==> config.mk <==
export PLATFORM = sky130hd
export DESIGN_NAME = frame_sched_flat
export DESIGN_NICKNAME = d
export VERILOG_FILES = /design/src/rtl/frame_sched_if.sv /design/src/rtl/frame_sched.sv /design/src/flat_wrapper.sv
export SDC_FILE = /design/constraint.sdc
export NUM_CORES = 1
export LEC_CHECK = 0
export CORE_MARGIN = 2
export CORE_UTILIZATION = 47
export CTS_CLUSTER_DIAMETER = 50
export DETAILED_ROUTE_END_ITERATION = 16
export PLACE_DENSITY_LB_ADDON = 0.15
export SYNTH_ARGS = -nofsm -noshare
export SYNTH_HDL_FRONTEND = slang
export SYNTH_SLANG_ARGS = --single-unit
==> constraint.sdc <==
create_clock -name pixel_clk -period 3.42 [get_ports pixel_clk]
set_input_delay 0.684 -clock pixel_clk [delete_from_list [all_inputs] [get_ports pixel_clk]]
set_output_delay 0.684 -clock pixel_clk [all_outputs]
set_load 0.01 [all_outputs]
==> src/rtl/frame_sched_if.sv <==
// Bundles the coordinate, sensor, button and strobe signals of frame_sched.
// Latency: none, this is wiring only.
// Backpressure: none; every signal is sampled or produced once per pixel_clk.
//
// Ports:
//   master : upstream side; drives coordinates, accel, buttons and collision,
//            and observes the scheduler outputs.
//   slave  : the scheduler itself.
interface frame_sched_if;
    logic [10:0] h_coord;
    logic [9:0]  v_coord;
    logic [7:0]  accel_data_x;
    logic [7:0]  accel_data_y;
    logic        button_c;
    logic        button_d;
    logic        collision;
    logic [7:0]  accel_x_end_of_frame;
    logic [7:0]  accel_y_end_of_frame;
    logic        end_of_frame;
    logic        update_en;
    logic        game_restart;
    logic        blink;
    logic [15:0] frame_cnt;
    logic [1:0]  regime_status;

    modport master (
        output h_coord, v_coord, accel_data_x, accel_data_y,
               button_c, button_d, collision,
        input  accel_x_end_of_frame, accel_y_end_of_frame, end_of_frame,
               update_en, game_restart, blink, frame_cnt, regime_status
    );

    modport slave (
        input  h_coord, v_coord, accel_data_x, accel_data_y,
               button_c, button_d, collision,
        output accel_x_end_of_frame, accel_y_end_of_frame, end_of_frame,
               update_en, game_restart, blink, frame_cnt, regime_status
    );
endinterface

==> src/rtl/frame_sched.sv <==
// Frame-synchronous game scheduler: end-of-frame detect, accel freeze, regime FSM.
// Latency: end_of_frame and frozen accel 1 cycle after the last active pixel; state/strobes 1 cycle later.
// Backpressure: none; button presses are held in sticky flags until the next end_of_frame.
//
// Ports:
//   pixel_clk, rst_n : clock and asynchronous active-low reset
//   bus (slave)      : coordinates, live accel, buttons, collision in;
//                      frozen accel, end_of_frame, update_en, game_restart,
//                      blink, frame_cnt, regime_status out
module frame_sched #(
    parameter int H_ACTIVE  = 800,
    parameter int V_ACTIVE  = 600,
    parameter int OVER_HOLD = 180,
    parameter int BLINK_DIV = 32
) (
    input  logic          pixel_clk,
    input  logic          rst_n,
    frame_sched_if.slave  bus
);

    localparam int          BLINK_BIT = $clog2(BLINK_DIV);
    localparam logic [10:0] H_LAST    = 11'(H_ACTIVE - 1);
    localparam logic [9:0]  V_LAST    = 10'(V_ACTIVE - 1);
    localparam logic [15:0] OVER_LAST = 16'(OVER_HOLD - 1);

    typedef enum logic [1:0] {
        IDLE  = 2'b00,
        PLAY  = 2'b01,
        PAUSE = 2'b10,
        OVER  = 2'b11
    } state_t;

    state_t      state;
    state_t      state_nxt;
    logic        eof_cond;
    logic        eof_q;
    logic [7:0]  accel_x_q;
    logic [7:0]  accel_y_q;
    logic        button_c_d;
    logic        button_d_d;
    logic        c_pending;
    logic        d_pending;
    logic        c_press;
    logic        d_press;
    logic        c_cmd;
    logic        d_cmd;
    logic [15:0] frame_cnt_q;
    logic        update_q;
    logic        restart_q;

    assign eof_cond = (bus.h_coord == H_LAST) && (bus.v_coord == V_LAST);

    assign c_press = bus.button_c & ~button_c_d;
    assign d_press = bus.button_d & ~button_d_d;

    // A press landing exactly in the end_of_frame cycle is folded into this
    // frame's command rather than lost when the pending flags clear.
    assign c_cmd = c_pending | c_press;
    assign d_cmd = d_pending | d_press;

    // Front end: frame boundary, accel freeze, button edge capture.
    always_ff @(posedge pixel_clk or negedge rst_n) begin
        if (!rst_n) begin
            eof_q      <= 1'b0;
            accel_x_q  <= 8'h00;
            accel_y_q  <= 8'h00;
            button_c_d <= 1'b0;
            button_d_d <= 1'b0;
            c_pending  <= 1'b0;
            d_pending  <= 1'b0;
        end else begin
            eof_q      <= eof_cond;
            button_c_d <= bus.button_c;
            button_d_d <= bus.button_d;
            // Loading on eof_cond makes the new value visible together with
            // the end_of_frame pulse on the following cycle.
            if (eof_cond) begin
                accel_x_q <= bus.accel_data_x;
                accel_y_q <= bus.accel_data_y;
            end
            if (eof_q) begin
                c_pending <= 1'b0;
                d_pending <= 1'b0;
            end else begin
                c_pending <= c_pending | c_press;
                d_pending <= d_pending | d_press;
            end
        end
    end

    // Transition decision; only applied in the end_of_frame cycle.
    // Priority everywhere: abort, then collision, then start/pause.
    always_comb begin
        state_nxt = state;
        case (state)
            IDLE: begin
                if (c_cmd) state_nxt = PLAY;
            end
            PLAY: begin
                if (d_cmd)              state_nxt = IDLE;
                else if (bus.collision) state_nxt = OVER;
                else if (c_cmd)         state_nxt = PAUSE;
            end
            PAUSE: begin
                if (d_cmd)      state_nxt = IDLE;
                else if (c_cmd) state_nxt = PLAY;
            end
            OVER: begin
                if (d_cmd || c_cmd)              state_nxt = IDLE;
                else if (frame_cnt_q == OVER_LAST) state_nxt = IDLE;
            end
            default: state_nxt = IDLE;
        endcase
    end

    // Regime FSM with registered strobes and frame counter.
    always_ff @(posedge pixel_clk or negedge rst_n) begin
        if (!rst_n) begin
            state       <= IDLE;
            frame_cnt_q <= 16'h0000;
            update_q    <= 1'b0;
            restart_q   <= 1'b0;
        end else begin
            update_q  <= 1'b0;
            restart_q <= 1'b0;
            if (eof_q) begin
                state <= state_nxt;
                if (state_nxt != state) begin
                    frame_cnt_q <= 16'h0000;
                end else if (frame_cnt_q != 16'hFFFF) begin
                    frame_cnt_q <= frame_cnt_q + 16'd1;
                end
                // A restart frame never advances the game, so the two
                // strobes are mutually exclusive by construction.
                update_q  <= (state == PLAY) && (state_nxt == PLAY);
                restart_q <= (state == IDLE) && (state_nxt == PLAY);
            end
        end
    end

    assign bus.end_of_frame         = eof_q;
    assign bus.accel_x_end_of_frame = accel_x_q;
    assign bus.accel_y_end_of_frame = accel_y_q;
    assign bus.update_en            = update_q;
    assign bus.game_restart         = restart_q;
    assign bus.frame_cnt            = frame_cnt_q;
    assign bus.regime_status        = state;
    assign bus.blink                = (state == PAUSE) & frame_cnt_q[BLINK_BIT];

endmodule

==> src/flat_wrapper.sv <==
// flat-port wrapper written by rule: the top's interface ports become plain ports
module frame_sched_flat 
#(
    parameter int H_ACTIVE  = 800,
    parameter int V_ACTIVE  = 600,
    parameter int OVER_HOLD = 180,
    parameter int BLINK_DIV = 32
)
  (pixel_clk, rst_n, bus_h_coord, bus_v_coord, bus_accel_data_x, bus_accel_data_y, bus_button_c, bus_button_d, bus_collision, bus_accel_x_end_of_frame, bus_accel_y_end_of_frame, bus_end_of_frame, bus_update_en, bus_game_restart, bus_blink, bus_frame_cnt, bus_regime_status);
  frame_sched_if bus_i ();
  input  logic pixel_clk;
  input  logic rst_n;
  input wire logic [$bits(bus_i.h_coord)-1:0] bus_h_coord;
  input wire logic [$bits(bus_i.v_coord)-1:0] bus_v_coord;
  input wire logic [$bits(bus_i.accel_data_x)-1:0] bus_accel_data_x;
  input wire logic [$bits(bus_i.accel_data_y)-1:0] bus_accel_data_y;
  input wire logic [$bits(bus_i.button_c)-1:0] bus_button_c;
  input wire logic [$bits(bus_i.button_d)-1:0] bus_button_d;
  input wire logic [$bits(bus_i.collision)-1:0] bus_collision;
  output wire logic [$bits(bus_i.accel_x_end_of_frame)-1:0] bus_accel_x_end_of_frame;
  output wire logic [$bits(bus_i.accel_y_end_of_frame)-1:0] bus_accel_y_end_of_frame;
  output wire logic [$bits(bus_i.end_of_frame)-1:0] bus_end_of_frame;
  output wire logic [$bits(bus_i.update_en)-1:0] bus_update_en;
  output wire logic [$bits(bus_i.game_restart)-1:0] bus_game_restart;
  output wire logic [$bits(bus_i.blink)-1:0] bus_blink;
  output wire logic [$bits(bus_i.frame_cnt)-1:0] bus_frame_cnt;
  output wire logic [$bits(bus_i.regime_status)-1:0] bus_regime_status;
  assign bus_i.h_coord = bus_h_coord;
  assign bus_i.v_coord = bus_v_coord;
  assign bus_i.accel_data_x = bus_accel_data_x;
  assign bus_i.accel_data_y = bus_accel_data_y;
  assign bus_i.button_c = bus_button_c;
  assign bus_i.button_d = bus_button_d;
  assign bus_i.collision = bus_collision;
  assign bus_accel_x_end_of_frame = bus_i.accel_x_end_of_frame;
  assign bus_accel_y_end_of_frame = bus_i.accel_y_end_of_frame;
  assign bus_end_of_frame = bus_i.end_of_frame;
  assign bus_update_en = bus_i.update_en;
  assign bus_game_restart = bus_i.game_restart;
  assign bus_blink = bus_i.blink;
  assign bus_frame_cnt = bus_i.frame_cnt;
  assign bus_regime_status = bus_i.regime_status;
  frame_sched #(.H_ACTIVE(H_ACTIVE), .V_ACTIVE(V_ACTIVE), .OVER_HOLD(OVER_HOLD), .BLINK_DIV(BLINK_DIV)) u_core (.pixel_clk(pixel_clk), .rst_n(rst_n), .bus(bus_i));
endmodule
==> reports/results.ini, run 1 <==
[clock_network]
htreeDepth = 2
clockBufferDepth = 2
clkTransAtPathRegs_ns = 0.09
cts_root_buf = clkbuf_8
postCtsSetupRepairBufs = 0
ctsHoldBuffers = 0
cts_resized = 0
clk-insertion-delay-late_ns = 0.30
cts_buffers = 5
cts_tree = done
clock-sinks = 41

[finish]
nNetsFinal = 315
n_fill_cell = 351
diodes = 0
fin_util_pct = 69.5
final_cell_area_sq_mm = 0.00298
syn_to_final_growth_pct = 44.7
drive_gt1_share_pct = 11.4

[route]
viasPerCell = 5.73
routed_wl_mm = 4.85
wire_per_inst_um = 14.9
first_pass_iters = 4
vias = 1861
ant_nets = 0
drtIter0Drc = 174
drc = 0

[synthesis]
ys_seq_area_share_pct = 49.8
ys.warnings.count = 0
synth.most_common_cell = dfrtp_1
syn_avg_cell_area_sq_um = 10.7
syn-num-nets = 236
synth_area_leaders = dfrtp_1 (50%), mux2_2 (8.7%), nor3_1 (2.7%), nand4_1 (2.4%), nor2_1 (2.4%)
synth-main-ff-cell = dfrtp_1
synth_cells = 193
synth_top_cell_by_area = dfrtp_1
yosys-top-cells-count = dfrtp_1 (41), mux2_2 (16), nor2_1 (13)
ys_types = 45
synth.top_cell.area_share_pct = 49.8
synth_edf_count = 0
ys_ff_latch = 41
syn_area_sq_mm = 0.00206
synthArstFlopShare_pct = 100

[hold_path]
worst_hold_path_type = input pin to async pin

[sta]
worstMarginPinSlew_ns = 0.889
setup_viol = 0
grt_setup_unrepaired = false
fin_worst_skew_ns = 0.0163
worst_slack_ns = 0.895
drv_slew = 0
fin_crit_sh_pct = 73.8
finalHoldWorstSlack_ns = 0.501
hold_viol_final = 0
fin_tns_setup_ns = 0
max_freq_ghz = 0.396
slew_headroom_pct = 40.7
timing.final.crit_period_ns = 2.52

[global_routing]
grt_pass1_vias = 1841
grt_max_degree = 42
grt_overflow_total = 0
grt_pass1_wl_mm = 8.43
antenna_found_initial = 0
grt.total_usage_pct = 21.4

[flow_run]
maxCapViolations = 0

[floorplanning]
die_area_sq_mm = 0.00493
initial_core_util_pct = 48.0
num_io_pins = 80
core_sq_mm = 0.00429
chipHeight_um = 70.2
die_w_um = 70.2
row_count = 24

[critical_path]
worstSetupPathType = flip-flop to flip-flop
critPathRequiredTime_ns = 3.62
cp.arrival_ns = 2.72
reg2reg_depth = 6
cp-end-kind = flip-flop
cp-start-kind = flip-flop
cp_max_fo = 19

[placement]
hpwl_mm = 3.55
post-place-ws_ns = 0.794
portBuffers = 79
routabilityCongestion = 0.883
place_area_sq_mm = 0.00286

[status]
status = completed

[power]
p_per_area_mw_per_mm2 = 322
ir_worst_vdd_v = 0.000225
p_leak_nw = 1.26

-- routing by layer --
layer / track usage, % / share of wire, %
met1: 26.8 / 41
met5: 0 / 0
met2: 34.8 / 50
met3: 7.36 / 7.7
met4: 6.41 / 1.3
-- layout make-up --
| class | count | area, sq um | area share [%] |
|---|---|---|---|
| clock buffer | 6 | 82.6 | 2.77 |
| clock inverter | 2 | 37.5 | 1.26 |
| inverter | 4 | 15.0 | 0.503 |
| multi-input combinational | 140 | 963 | 32.3 |
| sequential | 41 | 1030 | 34.4 |
| tap | 52 | 65.1 | 2.18 |
| timing repair buffer | 80 | 793 | 26.6 |
-- logic make-up (layout without fill, tap and decap cells) --
kind of cell | Yosys count | after routing | synth area share, %
muxes | 18 | 18 | 9.71
buffers and inverters | 12 | 92 | 3.52
adders and majority gates | 1 | 1 | 0.607
AOI/OAI and AO/OA | 42 | 42 | 14.5
and+or+nand+nor | 79 | 79 | 21.9
DFF | 41 | 41 | 49.8
-- power breakdown --
| part | switching (mW) | internal (mW) | total, mW | leakage (nW) |
|---|---|---|---|---|
| Combinational | 0.0184 | 0.0444 | 0.0628 | 0.667 |
| Clock | 0.173 | 0.237 | 0.410 | 0.0574 |
| Sequential | 0.00190 | 0.486 | 0.488 | 0.535 |
-- cells in the final DEF (no fill, tap or decap), types with 3 or more instances in the layout --
| master | instances |
|---|---|
| clkdlybuf4s50_1 | 78 |
| dfrtp_1 | 41 |
| mux2_2 | 16 |
| nor2_1 | 13 |
| nand2_1 | 11 |
| nor3_1 | 11 |
| nand4_1 | 8 |
| a21oi_1 | 8 |
| nand3_1 | 7 |
| o21ai_0 | 6 |
| clkbuf_8 | 6 |
| nor2b_1 | 5 |
| and3_1 | 5 |
| a31o_1 | 5 |
| inv_1 | 4 |
| a21o_1 | 4 |
| nor4b_1 | 3 |
-- metrics by stage --
step | std cells | total power, mW
2_1_floorplan | 193 | 0.504
3_3_place_gp | 317 | 0.560
3_5_place_dp | 317 | 0.562
4_1_cts | 325 | 0.971
5_1_grt | 325 | 0.991
6_report | 325 | 0.961
-- registers in the layout, indices dropped and copies added, names as in the netlist --
register and cells:
u_core.bus.end_of_frame 1, u_core.bus.accel_y_end_of_frame 8, u_core.d_pending 1, u_core.button_c_d 1, u_core.bus.game_restart 1, u_core.bus.accel_x_end_of_frame 8
u_core.bus.update_en 1, u_core.bus.frame_cnt 16, u_core.button_d_d 1, u_core.bus.regime_status 2, u_core.c_pending 1
-- worst paths after layout --
check | start | end | slack [ns]
setup / recovery | u_core.bus.frame_cnt[1] | u_core.bus.frame_cnt[9] | 0.90
hold / removal | rst_n | u_core.bus.game_restart | 0.50
setup reg to reg | u_core.bus.frame_cnt[1] | u_core.bus.frame_cnt[9] | 0.90
hold reg to reg | u_core.bus.accel_y_end_of_frame[7] | u_core.bus.accel_y_end_of_frame[7] | 0.50
max in group asynchronous | rst_n | u_core.bus.accel_y_end_of_frame[7] | 2.35
min in group pixel_clk | u_core.bus.accel_y_end_of_frame[7] | u_core.bus.accel_y_end_of_frame[7] | 0.50
-- worst max-delay path, cell delays in order (launching register included) --
cell,delay [ns]
dfrtp_1,0.45
ha_1,0.28
nor4b_1,0.28
nand4_1,0.19
o211ai_2,0.67
nand2_1,0.27
a31o_1,0.27
No activity file was read; power rests on OpenSTA's default activity.
==> run 2, diff against run 1 <==
--- a/config.mk
+++ b/config.mk
@@ -6,7 +6,7 @@
 export NUM_CORES = 1
 export LEC_CHECK = 0
 export CORE_MARGIN = 2
-export CORE_UTILIZATION = 47
+export CORE_UTILIZATION = 44
 export CTS_CLUSTER_DIAMETER = 50
 export DETAILED_ROUTE_END_ITERATION = 16
 export PLACE_DENSITY_LB_ADDON = 0.15
==> constraint.sdc (replaced) <==
create_clock -name pixel_clk -period 2.4 [get_ports pixel_clk]
set_input_delay 0.48 -clock pixel_clk [delete_from_list [all_inputs] [get_ports pixel_clk]]
set_output_delay 0.48 -clock pixel_clk [all_outputs]
set_load 0.01 [all_outputs]
==> run 2 against run 1 <==
  * Clock-buffer cell count is 1 higher
  * Power up 41%
  * Worst hold slack lost 0.40 ns
  * Setup slack worse by 0.59 ns
  * Sequential share of layout area decreased by 0.69 points
  * Register-to-register slack lost 0.59 ns
  * Wire length up 4.6%
  * Non-clock buffer count is 7 higher
  * Clock power is 40% higher
  * Critical endpoint is now u_core.bus.frame_cnt[5]
  * Largest power group unchanged
==> reports/results.ini, run 2 (synthesis results as in run 1) <==
[status]
status = completed

[clock_network]
clock-sinks = 41
postCtsSetupRepairBufs = 0
clkTransAtPathRegs_ns = 0.08
cts_root_buf = clkbuf_8
cts_resized = 0
cts_buffers = 5
clockBufferDepth = 2
clk-insertion-delay-late_ns = 0.29
ctsHoldBuffers = 0
htreeDepth = 2
cts_tree = done

[sta]
finalHoldWorstSlack_ns = 0.101
fin_crit_sh_pct = 87.1
fin_tns_setup_ns = 0
grt_setup_unrepaired = false
worstMarginPinSlew_ns = 0.393
setup_viol = 0
hold_viol_final = 0
drv_slew = 0
fin_worst_skew_ns = 0.00855
max_freq_ghz = 0.479
slew_headroom_pct = 73.5
timing.final.crit_period_ns = 2.09

[route]
drc = 0
viasPerCell = 5.65
first_pass_iters = 4
routed_wl_mm = 5.08
vias = 1876
drtIter0Drc = 108
ant_nets = 0
wire_per_inst_um = 15.3

[floorplanning]
num_io_pins = 80
core_sq_mm = 0.00444
row_count = 24
chipHeight_um = 72.5
die_area_sq_mm = 0.00525
die_w_um = 72.5
initial_core_util_pct = 46.4

[finish]
diodes = 0
drive_gt1_share_pct = 13.2
layout_commonest_cell = clkdlybuf4s50_1
n_fill_cell = 377
fin_util_pct = 68.5
syn_to_final_growth_pct = 47.6
largest_register_ffs = 16
final_cell_mix = clkdlybuf4s50_1 (78), dfrtp_1 (41), mux2_2 (16)
nNetsFinal = 322

[power]
pwr-share-comb_pct = 6.7
switching_share_pct = 19.3
p_per_area_mw_per_mm2 = 446
p_seq_share_pct = 51.2
ir_worst_vdd_v = 0.000374
intPower_mw = 1.10
switchingPower_uw = 263
p_leak_nw = 1.30
clockPowerShare_pct = 42.1

[critical_path]
reg2reg_depth = 7
cp-start-kind = flip-flop
cp_max_fo = 8
cp.arrival_ns = 2.27
cp-end-kind = flip-flop
ff2ff_setup_slack_ns = 0.31
critPathRequiredTime_ns = 2.58
r2r_start = u_core.bus.frame_cnt[0]
worstSetupPathType = flip-flop to flip-flop
r2r-end = u_core.bus.frame_cnt[5]

[placement]
routabilityCongestion = 0.869
portBuffers = 79
hpwl_mm = 3.85

[global_routing]
grt_pass1_wl_mm = 8.69
grt_pass1_vias = 1886
grt_max_degree = 26
antenna_found_initial = 0
grt_overflow_total = 0
grt.total_usage_pct = 21.0

[flow_run]
maxCapViolations = 0

[hold_path]
worst_hold_path_type = input pin to async pin

## run 2: cell types whose count changed in the layout (fill, tap and decap cells not counted), sizes merged
cell	delta
clkbuf	+1
buf	+7
clkinvlp	-1
## run 2: layout make-up
class | instances | area, sq um | area share, %
tap | 52 | 65.1 | 2.14
multi-input combinational | 140 | 963 | 31.6
clock buffer | 7 | 86.3 | 2.84
sequential | 41 | 1030 | 33.7
timing repair buffer | 87 | 858 | 28.2
inverter | 4 | 15.0 | 0.493
clock inverter | 1 | 30.0 | 0.986
## run 2: critical path, stage by stage, from the launching register on
cell,delay [ns]
dfrtp_1,0.46
ha_1,0.28
nor4b_1,0.28
nand4_1,0.19
o211ai_2,0.20
buf_4,0.19
nand2_1,0.13
a31o_1,0.25
## run 2: through the flow
stage                     cell area [sq um]  instances  worst slack (ns)  power [mW]
after floorplan                        2060        193             0.461       0.718
after CTS                              3040        332             0.294        1.37
final                                  3040        332             0.310        1.36
after detailed placement               2930        324             0.195       0.801
after global placement                 2930        324             0.225       0.800
after global routing                   3040        332             0.150        1.42
## run 2: worst max-delay path by stage
stage                                 start  slack, ns                                 end
floorplan                    bus_h_coord[6]       0.46  u_core.bus.accel_x_end_of_frame[0]
global placement               bus_button_d       0.22             u_core.bus.frame_cnt[1]
detailed placement             bus_button_d       0.20             u_core.bus.frame_cnt[6]
CTS                 u_core.bus.frame_cnt[0]       0.29             u_core.bus.frame_cnt[5]
global route        u_core.bus.frame_cnt[0]       0.15             u_core.bus.frame_cnt[1]
finish              u_core.bus.frame_cnt[0]       0.31             u_core.bus.frame_cnt[5]
## run 2: power by group through the flow
stage	sequential [mW]	clock (mW)	combinational (mW)
after detailed placement	0.709	0	0.0922
after floorplan	0.708	0	0.0107
after global routing	0.696	0.620	0.100
final	0.695	0.573	0.0907
after global placement	0.709	0	0.0910
after CTS	0.695	0.583	0.0925
## run 2: per-layer routing
layer | GRT usage, % | routed length [um] | share of wire, % | vias to the layer above
li1 | - | - | - | 900
met1 | 25.1 | 2120 | 42 | 889
met2 | 34.6 | 2370 | 47 | 80
met3 | 9.17 | 529 | 10 | 7
met4 | 6.17 | 59 | 1.2 | 0
met5 | 0 | 0 | 0 | -
==> run 3, diff against run 2 <==
--- a/config.mk
+++ b/config.mk
@@ -7,7 +7,7 @@
 export LEC_CHECK = 0
 export CORE_MARGIN = 2
 export CORE_UTILIZATION = 44
-export CTS_CLUSTER_DIAMETER = 50
+export CTS_CLUSTER_DIAMETER = 150
 export DETAILED_ROUTE_END_ITERATION = 16
 export PLACE_DENSITY_LB_ADDON = 0.15
 export SYNTH_ARGS = -nofsm -noshare
==> results of run 3 <==
The final DEF is identical to that of run 2; final timing and power are the same.
